--- config.mk ---
export PLATFORM = sky130hd
export DESIGN_NAME = amount_manager
export DESIGN_NICKNAME = d
export VERILOG_FILES = /design/src/rtl/amount_manager.sv
export SDC_FILE = /design/constraint.sdc
export NUM_CORES = 1
export LEC_CHECK = 0
export ABC_AREA = 1
export CELL_PAD_IN_SITES_DETAIL_PLACEMENT = 1
export CELL_PAD_IN_SITES_GLOBAL_PLACEMENT = 1
export CORE_UTILIZATION = 35
export DETAILED_ROUTE_END_ITERATION = 8
export HOLD_SLACK_MARGIN = 0.12
export PLACE_DENSITY = 0.7
export SYNTH_ARGS = -nofsm -noshare
export SYNTH_HDL_FRONTEND = slang
export SYNTH_SLANG_ARGS = --single-unit
--- constraint.sdc ---
create_clock -name clk -period 7.1 [get_ports clk]
set_clock_uncertainty 0.1 [all_clocks]
set_input_delay 1.065 -clock clk [delete_from_list [all_inputs] [get_ports clk]]
set_output_delay 1.065 -clock clk [all_outputs]
set_load 0.01 [all_outputs]
--- src/rtl/amount_manager.sv ---
// Coin-operated charger money entry and charge-time countdown manager.
// Optional AM_CLEAR_KEY_EN: key code 4'hA in ENTRY clears the entered amount.
module amount_manager #(
  parameter int TICK_CYCLES   = 1000,
  parameter int MAX_MONEY     = 20,
  parameter int SECS_PER_UNIT = 2
) (
  input  logic       clk,
  input  logic       rst_n,
  input  logic       start,
  input  logic       pressed,
  input  logic [3:0] key_value,
  output logic [4:0] all_money,
  output logic [5:0] remaining_time,
  output logic       timing
);

  localparam int TICK_W = (TICK_CYCLES > 1) ? $clog2(TICK_CYCLES) : 1;
  localparam logic [TICK_W-1:0] TICK_LAST = TICK_W'(TICK_CYCLES - 1);

  localparam logic [0:0] ENTRY  = 1'b0;
  localparam logic [0:0] TIMING = 1'b1;

  logic [0:0]        state;
  logic              pressed_d;
  logic              start_d;
  logic              start_pending;
  logic [1:0]        digit_count;
  logic [TICK_W-1:0] tick_cnt;

  logic              key_edge;
  logic              start_edge;
  logic              start_req;
  logic              digit_ok;
  logic              clear_key;
  logic [6:0]        entered;
  logic [4:0]        next_money;

  function automatic logic [5:0] money_to_time(input logic [4:0] m);
    return 6'(32'(m) * SECS_PER_UNIT);
  endfunction

  assign key_edge   = pressed & ~pressed_d;
  assign start_edge = start & ~start_d;
  assign start_req  = start_edge | start_pending;
  assign digit_ok   = key_edge && (key_value <= 4'd9) && (digit_count < 2'd2);

`ifdef AM_CLEAR_KEY_EN
  assign clear_key = key_edge && (key_value == 4'hA);
`else
  assign clear_key = 1'b0;
`endif

  // Second digit shifts the first one up a decade; 99 fits in 7 bits before the cap.
  always_comb begin
    entered    = 7'd0;
    next_money = all_money;
    if (digit_count == 2'd0)
      entered = {3'd0, key_value};
    else
      entered = 7'(all_money) * 7'd10 + {3'd0, key_value};
    if (entered > 7'(MAX_MONEY))
      next_money = 5'(MAX_MONEY);
    else
      next_money = entered[4:0];
  end

  always_ff @(posedge clk or posedge rst_n) begin
    if (rst_n) begin
      state          <= ENTRY;
      pressed_d      <= 1'b0;
      start_d        <= 1'b0;
      start_pending  <= 1'b0;
      digit_count    <= 2'd0;
      tick_cnt       <= '0;
      all_money      <= 5'd0;
      remaining_time <= 6'd0;
    end else begin
      pressed_d     <= pressed;
      start_d       <= start;
      start_pending <= 1'b0;
      if (state == ENTRY) begin
        if (clear_key) begin
          all_money      <= 5'd0;
          remaining_time <= 6'd0;
          digit_count    <= 2'd0;
        end else if (digit_ok) begin
          all_money      <= next_money;
          remaining_time <= money_to_time(next_money);
          digit_count    <= digit_count + 2'd1;
        end
        // A start arriving with a key waits one cycle so it sees the updated amount.
        if (key_edge)
          start_pending <= start_req;
        else if (start_req && (all_money != 5'd0)) begin
          state    <= TIMING;
          tick_cnt <= '0;
        end
      end else begin
        if (tick_cnt == TICK_LAST) begin
          tick_cnt       <= '0;
          remaining_time <= remaining_time - 6'd1;
          if (remaining_time == 6'd1) begin
            state       <= ENTRY;
            all_money   <= 5'd0;
            digit_count <= 2'd0;
          end
        end else begin
          tick_cnt <= tick_cnt + 1'b1;
        end
      end
    end
  end

  assign timing = (state == TIMING);

endmodule

Word-level counts from Yosys, hierarchy flattened
Index checks and enable logic that the tools add are counted.
{"block": "word_totals", "ff_bits": 27, "inputBits": 8, "wordCells": 60}
{"block": "op_classes", "add_sub_neg": 4, "mul": 1, "n_lt_le_gt_ge": 3, "n_eq_ne": 5, "mux": 24, "bitwise_logic": 5, "n_reduce_logical": 10}
{"op": "two-way mux 10 bit", "n": 4}
{"op": "two-way mux 5 bit", "n": 5}
{"op": "two-way mux 6 bit", "n": 3}
{"op": "adder 10 x 1 -> 10 bit (second input constant)", "n": 1}
{"op": "equality test 10 bit (second input constant)", "n": 1}
{"op": "two-way mux 2 bit", "n": 4}
{"op": "adder 7 x 4 -> 7 bit", "n": 1}
{"op": "> comparator 7 x 5 -> 1 bit (second input constant)", "n": 1}
{"op": "two-way mux 1 bit", "n": 7}
{"op": "two-way mux 7 bit", "n": 1}
{"op": "equality test 6 x 1 -> 1 bit (second input constant)", "n": 1}
{"op": "multiplier 5 x 3 -> 6 bit (second input constant)", "n": 1}
{"op": "subtractor 6 x 1 -> 6 bit (second input constant)", "n": 1}
{"op": "nonzero test 5 bit", "n": 1}
{"op": "<= comparator 4 bit (second input constant)", "n": 1}
{"op": "inequality test 2 x 1 -> 1 bit (second input constant)", "n": 2}
{"op": "AND reduction 2 bit", "n": 2}
{"op": "nonzero test 2 bit", "n": 2}
{"op": "logical AND 1 bit", "n": 3}
{"op": "AND reduction 3 bit", "n": 1}
{"op": "adder 2 x 1 -> 2 bit (second input constant)", "n": 1}
{"op": "AND 1 bit", "n": 2}
{"op": "zero test 2 bit", "n": 1}
{"op": "less-than comparator 2 bit (second input constant)", "n": 1}
{"op": "other kinds (3)", "n": 4}

Depth between registers and ports, before layout
Gate-level depths: netlist of the first run.
{"block": "depth", "ltp_word": 7, "mapped_depth": 15, "mapped_depth_nobuf": 15}

Worst setup path after synthesis of the first run
No wires, ideal clock.
{"block": "synth_path", "path_type": "in2reg", "from": "in key_value[1]", "to": "reg remaining_time[3]", "setup_ps": 122, "arrival_ps": 2481, "required_time_ps": 6878, "slack_ps": 4397, "cell_stages": 11, "n_path_buf": 0, "cell_sequence": "ha_1 -> fa_1 -> inv_1 -> o21ai_0 -> nand2_1 -> nor2_1 -> nand2_1 -> nand3_1 -> nand3_1 -> nand2_1 -> a21oi_1"}
{"block": "synth_via", "elab_chain_cells": 6, "word_cells_on_any_way": 11}
{"element": "start: declaration", "line_no": "12", "rtl": "input logic [3:0] key_value,"}
{"element": "adder 7 x 4 -> 7 bit", "line_no": "61", "rtl": "entered = 7'(all_money) * 7'd10 + {3'd0, key_value};"}
{"element": "two-way mux 7 bit", "line_no": "58", "rtl": "if (digit_count == 2'd0)"}
{"element": "> comparator 7 x 5 -> 1 bit", "line_no": "62", "rtl": "if (entered > 7'(MAX_MONEY))"}
{"element": "two-way mux 5 bit", "line_no": "62"}
{"element": "two-way mux 6 bit", "line_no": "87", "rtl": "end else if (digit_ok) begin"}
{"element": "two-way mux 6 bit", "line_no": "82", "rtl": "if (state == ENTRY) begin"}
{"element": "end signal: assignment", "line_no": "89", "rtl": "remaining_time <= money_to_time(next_money);"}
{"element": "end signal: assignment", "line_no": "102", "rtl": "remaining_time <= remaining_time - 6'd1;"}
{"element": "end: declaration", "line_no": "14", "rtl": "output logic [5:0] remaining_time,"}
Several ways; a longest one is shown, not always the timed one. The select of a mux whose other input is x is not followed.
A chain may end at the register's enable or synchronous reset.

Worst setup path after layout of the first run
{"block": "layout_path", "from": "in key_value[1]", "to": "reg remaining_time[2]"}
Same word-level chain as after synthesis.

==> flow_metrics.py, run 1 <==
metrics = {
    "cts": {
        "cts_buffer_depth": 2,
        "clkLatencyLatePin_ps": 280,
        "numCtsBuffers": 3,
        "cts_tree": "yes",
        "clk_pin_slew_ps": 100,
        "cts-root-buf": "clkbuf_8",
        "htree_levels": 1,
        "cts_hold_buf": 0,
        "ctsResizeCount": 0,
        "postCtsSetupRepairBufs": 0,
        "cts_num_sinks": 27,
    },
    "logic_synthesis": {
        "synth_cell_type_count": 31,
        "synthFlopType": "dfrtp_1",
        "async_reset_ff_frac": 1.000,
        "synth_area_sq_um": 1785,
        "syn_area_per_cell_sq_um": 7.763,
        "ys_warn_count": 0,
        "synth_cells": 230,
        "synth_seq_cells": 27,
        "syn_nets": 252,
        "synth_enable_flop_cells": 0,
        "ys_seq_area_frac": 0.3784,
    },
    "die": {
        "die_area_sq_um": 5391,
        "die_x_um": 73.43,
        "core_area_sq_um": 4817,
        "die_h_um": 73.43,
        "pin_count": 20,
        "start_util": 0.3706,
        "rows": 25,
    },
    "sta": {
        "fin_setup_tns_ps": 0,
        "setup_violations": 0,
        "fmax_ghz": 0.3280,
        "holdWs_ps": 383.1,
        "rsz0062_at_grt": "false",
        "period_minus_slack_ps": 3049,
        "finalHoldViolCount": 0,
        "slew_headroom": 0.3122,
        "slew_viol_final": 0,
        "fin_crit_sh": 0.4294,
        "tightest_slew_ps": 1031,
    },
    "routing": {
        "drt-total-wl_um": 4245,
        "postRouteAntennaNets": 0,
        "drtIter0Drc": 55,
        "vias": 1557,
        "drtPass1Iterations": 4,
        "vias_per_cell": 4.912,
        "post_drt_wl_per_cell_um": 13.39,
        "drc": 0,
    },
    "setup_path": {
        "path_buf_inv": 2,
        "worstPathArrival_ps": 3160,
        "crit_family": "adder cells",
        "r2r_end": "remaining_time[5]$_DFFE_PP0P_",
        "worstSetupEndpointType": "flip-flop",
        "r2r_cells": 13,
        "r2r_slack_ps": 4350,
        "reg2reg_from": "all_money[1]$_DFFE_PP0P_",
        "critPathMaxFanout": 3,
        "worst-endpoint-required_ps": 7210,
        "cpPeakStageDelay_ps": 490,
        "critPathKind": "in -> reg",
        "start_kind": "primary input",
        "cp_cell_sequence": "clkdlybuf4s50_1, ha_1, fa_1, inv_1, o21ai_0, nand2_1, nor2_1, nand2_1, nand3_1, nand4_1, a21oi_1",
        "crit_slowest_cell": "fa_1",
        "crit_top_cell": "nand2_1",
    },
    "finish": {
        "synthToLayoutAreaGrowth_pct": 16.26,
        "diodes": 0,
        "final_cells": 317,
        "design_area_sq_um": 2076,
        "fin_nets": 273,
        "layout-drive-gt1-share": 0.05200,
    },
    "global_routing": {
        "grt_first_pass_wirelength_um": 7327,
        "grt_overflow": 0,
        "grt_max_degree": 28,
        "grt_pass1_vias": 1578,
        "grt_usage": 0.1757,
        "antenna_found_initial": 0,
    },
    "min_path": {
        "hp-class": "reg -> reg",
        "hold-path-endpoint": "digit_count[1]$_DFFE_PP0P_",
        "hold_start": "digit_count[1]$_DFFE_PP0P_",
        "min_path_cells": 2,
    },
    "placement": {
        "port_buffers": 19,
        "gp_congestion": 0.7471,
        "place_hpwl_um": 3314,
        "placed_cells": 313,
        "dpl-instance-area_sq_um": 2027,
    },
    "power": {
        "leakage_nw": 0.9835,
        "peakVddDrop_v": 0.0001208,
        "power.density_nw_per_um2": 124.0,
    },
    "flow_run": {
        "maxCapViolations": 0,
    },
    "run_status": {
        "status": "complete, no violations",
    },
}
==> metal layers <==
metal	GRT usage	routed length, um	up-vias
li1	-	-	796
met4	0.03419	40	0
met3	0.02881	79	4
met1	0.2308	2135	741
met5	0	0	-
met2	0.3056	1989	16
==> sequential cells by signal, summed over array words and instances, names as in the netlist <==
name and count:
all_money 5, digit_count 2, pressed_d 1, remaining_time 6
start_d 1, start_pending 1, tick_cnt 10, timing 1
==> placed cells by master (no fill, tap or decap), types with 3 or more instances in the layout <==
master and instances:
a21oi_1 15, clkbuf_8 3, clkdlybuf4s50_1 19, dfrtp_1 27, ha_1 12, inv_1 32
nand2_1 49, nand3_1 19, nor2_1 26, nor3_1 3, o21ai_0 14, o21ai_2 4
o31ai_1 3, xor2_1 3
==> tightest hold or removal path: cells and delay by family, from the launching register on <==
family	cells	cell delay (ps)
flip-flops	1	350
AND/OR/NAND/NOR	2	100
==> cell usage after synthesis (2+ instances only) <==
| cell type | number | share of area |
|---|---|---|
| nand2_1 | 49 | 0.10 |
| o21a_1 | 2 | 0.0084 |
| o22ai_1 | 2 | 0.0070 |
| fa_1 | 2 | 0.022 |
| xor2_1 | 3 | 0.015 |
| nand4_1 | 2 | 0.0070 |
| nor2_1 | 26 | 0.055 |
| nor3_1 | 3 | 0.0084 |
| nand3_1 | 19 | 0.053 |
| dfrtp_1 | 27 | 0.38 |
| ha_1 | 12 | 0.084 |
| a21oi_1 | 15 | 0.042 |
| o21ai_0 | 14 | 0.039 |
| o21ai_2 | 4 | 0.020 |
| o31ai_1 | 3 | 0.013 |
| inv_1 | 32 | 0.067 |
==> through the flow <==
step | total power, mW | setup slack [ps] | utilization
after detailed placement | 0.1714 | 3747 | 0.4208
final | 0.2574 | 4051 | 0.4309
after global routing | 0.2708 | 3842 | 0.4309
after global placement | 0.1712 | 3803 | 0.4208
after CTS | 0.2632 | 4051 | 0.4309
after floorplan | 0.1643 | 4397 | -
==> area by class of cell <==
cell class / instances / area (sq um)
Tap cell: 67 / 83.83
Sequential cell: 27 / 675.6
Inverter: 32 / 120.1
Clock buffer: 3 / 41.29
Clock inverter: 1 / 7.507
Fill cell: 630 / 2741
Multi-Input combinational cell: 168 / 957.2
Timing Repair Buffer: 19 / 190.2
==> cell families after synthesis <==
family | share of synthesized area
adders and majority gates | 0.1065
xor gates and xnor gates | 0.01963
DFF | 0.3784
buffers and inverters | 0.08550
and+or+nand+nor | 0.2600
AOI/OAI and AO/OA | 0.1500
==> how the worst max path moves through the flow <==
stage / startpoint / end / slack (ps) / cells past startpoint
2_1_floorplan: key_value[1] / remaining_time[3]$_DFFE_PP0P_ / 4400 / 11
3_3_place_gp: key_value[1] / remaining_time[3]$_DFFE_PP0P_ / 3800 / 12
3_5_place_dp: key_value[1] / remaining_time[2]$_DFFE_PP0P_ / 3750 / 11
4_1_cts: key_value[1] / remaining_time[2]$_DFFE_PP0P_ / 4050 / 11
5_1_grt: key_value[1] / remaining_time[4]$_DFFE_PP0P_ / 3840 / 11
6_report: key_value[1] / remaining_time[2]$_DFFE_PP0P_ / 4050 / 11
==> where the power goes <==
| part | switching [mW] | internal (mW) |
|---|---|---|
| logic | 0.00789 | 0.00567 |
| clock network | 0.0496 | 0.0398 |
| registers | 0.000125 | 0.154 |
(Power assumes the default switching activity.)
==> run 2, diff against run 1 <==
==> constraint.sdc (replaced) <==
create_clock -name clk -period 3.2 [get_ports clk]
set_clock_uncertainty 0.1 [all_clocks]
set_input_delay 0.48 -clock clk [delete_from_list [all_inputs] [get_ports clk]]
set_output_delay 0.48 -clock clk [all_outputs]
set_load 0.01 [all_outputs]
==> flow_metrics.py, run 2 (synthesized netlist as in run 1, its figures left out) <==
metrics = {
    "run_status": {
        "status": "complete, no violations",
    },
    "finish": {
        "largest_reg_flops": 10,
        "layout-drive-gt1-share": 0.06693,
        "reg.largest.list": "tick_cnt (10), remaining_time (6), all_money (5)",
        "top_register": "tick_cnt",
        "diodes": 0,
        "utilization": 0.4366,
        "synthToLayoutAreaGrowth_pct": 17.80,
        "fin_nets": 277,
        "design_area_sq_um": 2103,
        "mostFrequentLayoutCell": "nand2_1",
        "layout_common_cells": "49 x nand2_1, 32 x inv_1, 27 x dfrtp_1",
    },
    "global_routing": {
        "grt_pass1_vias": 1651,
        "grt_usage": 0.1798,
        "grt_first_pass_wirelength_um": 7403,
        "antenna_found_initial": 0,
        "grt_overflow": 0,
        "grt_max_degree": 28,
    },
    "routing": {
        "drc": 0,
        "post_drt_wl_per_cell_um": 13.57,
        "drt-total-wl_um": 4355,
        "postRouteAntennaNets": 0,
        "drtPass1Iterations": 4,
        "vias": 1635,
        "drtIter0Drc": 68,
        "vias_per_cell": 5.093,
    },
    "placement": {
        "gp_congestion": 0.7535,
        "dpl-instance-area_sq_um": 2057,
        "place_hpwl_um": 3383,
        "port_buffers": 19,
    },
    "cts": {
        "cts_tree": "yes",
        "clk_pin_slew_ps": 100,
        "numCtsBuffers": 3,
        "ctsResizeCount": 0,
        "cts_buffer_depth": 2,
        "clkLatencyLatePin_ps": 280,
        "cts-root-buf": "clkbuf_8",
        "cts_num_sinks": 27,
        "htree_levels": 1,
        "postCtsSetupRepairBufs": 0,
        "cts_hold_buf": 0,
    },
    "die": {
        "rows": 25,
        "core_area_sq_um": 4817,
        "start_util": 0.3706,
        "die_h_um": 73.43,
        "die_x_um": 73.43,
        "die_area_sq_um": 5391,
        "pin_count": 20,
    },
    "setup_path": {
        "cp_cell_sequence": "ha_1, ha_1, inv_1, fa_1, nor2_1, nand3_1, nand2_1, nand3_1, nand3_1, nand2_1, o21ai_0, nand2_1, o21ai_1",
        "path_buf_inv": 1,
        "start_kind": "flip-flop",
        "critPathMaxFanout": 6,
        "worstSetupStartpoint": "all_money[3]$_DFFE_PP0P_",
        "crit_family": "adder cells",
        "reg2reg_from": "all_money[3]$_DFFE_PP0P_",
        "cpPeakStageDelay_ps": 480,
        "crit_slowest_cell": "dfrtp_1",
        "worstPathArrival_ps": 2900,
        "worst-endpoint-required_ps": 3310,
        "worstSetupEndpointType": "flip-flop",
        "critPathKind": "reg -> reg",
    },
    "sta": {
        "slew_headroom": 0.5760,
        "slew_viol_final": 0,
        "fin_setup_tns_ps": 0,
        "tightest_slew_ps": 630.6,
        "setup_violations": 0,
        "fmax_ghz": 0.3586,
        "finalHoldViolCount": 0,
        "rsz0062_at_grt": "false",
        "fin_crit_sh": 0.8713,
        "period_minus_slack_ps": 2788,
    },
    "min_path": {
        "hp-class": "reg -> reg",
        "hold_start": "digit_count[1]$_DFFE_PP0P_",
    },
    "flow_run": {
        "maxCapViolations": 0,
    },
    "power": {
        "total_power_uw": 569.6,
        "peakVddDrop_v": 0.0002767,
        "power.density_nw_per_um2": 270.8,
        "leakage_nw": 1.007,
    },
}
-- run 2: changes by cell type in the layout (fill, tap and decap cells not counted), sizes merged --
cell,previous run,this run
buf,0,4
clkinvlp,1,0
clkinv,0,1
-- run 2: final timing paths --
check	slack, ps	cells after the start	endpoint
worst max-delay path	410	13	all_money[4]$_DFFE_PP0P_
worst min register to register	380	2	digit_count[1]$_DFFE_PP0P_
min in group asynchronous	460	3	digit_count[1]$_DFFE_PP0P_
max in group asynchronous	2260	3	all_money[0]$_DFFE_PP0P_
worst min-delay path	380	2	digit_count[1]$_DFFE_PP0P_
worst max register to register	410	13	all_money[4]$_DFFE_PP0P_
-- run 2: report_power, final --
part / switching, mW / total (mW) / leakage (nW) / internal [mW]
clock: 0.109 / 0.196 / 0.0255 / 0.0875
combinational: 0.0178 / 0.0312 / 0.640 / 0.0133
sequential: 0.000297 / 0.342 / 0.342 / 0.342
-- run 2: tightest hold or removal path, stage by stage (launching register included) --
cell     delay (ps)
dfrtp_1         350
nand2_1          50
nand2_1          50
-- run 2: metal layers --
layer  up-vias  routed length [um]  GRT usage
li1        809                   -          -
met1       795                2125     0.2293
met2        22                2077     0.3128
met3         9                  92    0.03292
met4         0                  59    0.04701
met5         -                   0          0
-- run 2: layout make-up --
cell class / count / area [sq um]
Fill cell: 623 / 2714
Tap cell: 67 / 83.83
Inverter: 32 / 120.1
Clock buffer: 3 / 41.29
Clock inverter: 1 / 5.005
Sequential cell: 27 / 675.6
Timing Repair Buffer: 23 / 220.2
Multi-Input combinational cell: 168 / 957.2
-- run 2: per-stage QoR --
| stage | hold WS (ps) | setup WS [ps] | std cells |
|---|---|---|---|
| after floorplan | 341.9 | 808.9 | 230 |
| after global placement | 356.6 | 485.0 | 317 |
| after detailed placement | 371.8 | 427.6 | 317 |
| after CTS | 394.7 | 408.6 | 321 |
| after global routing | 436.6 | 185.2 | 321 |
| final | 383.3 | 411.7 | 321 |
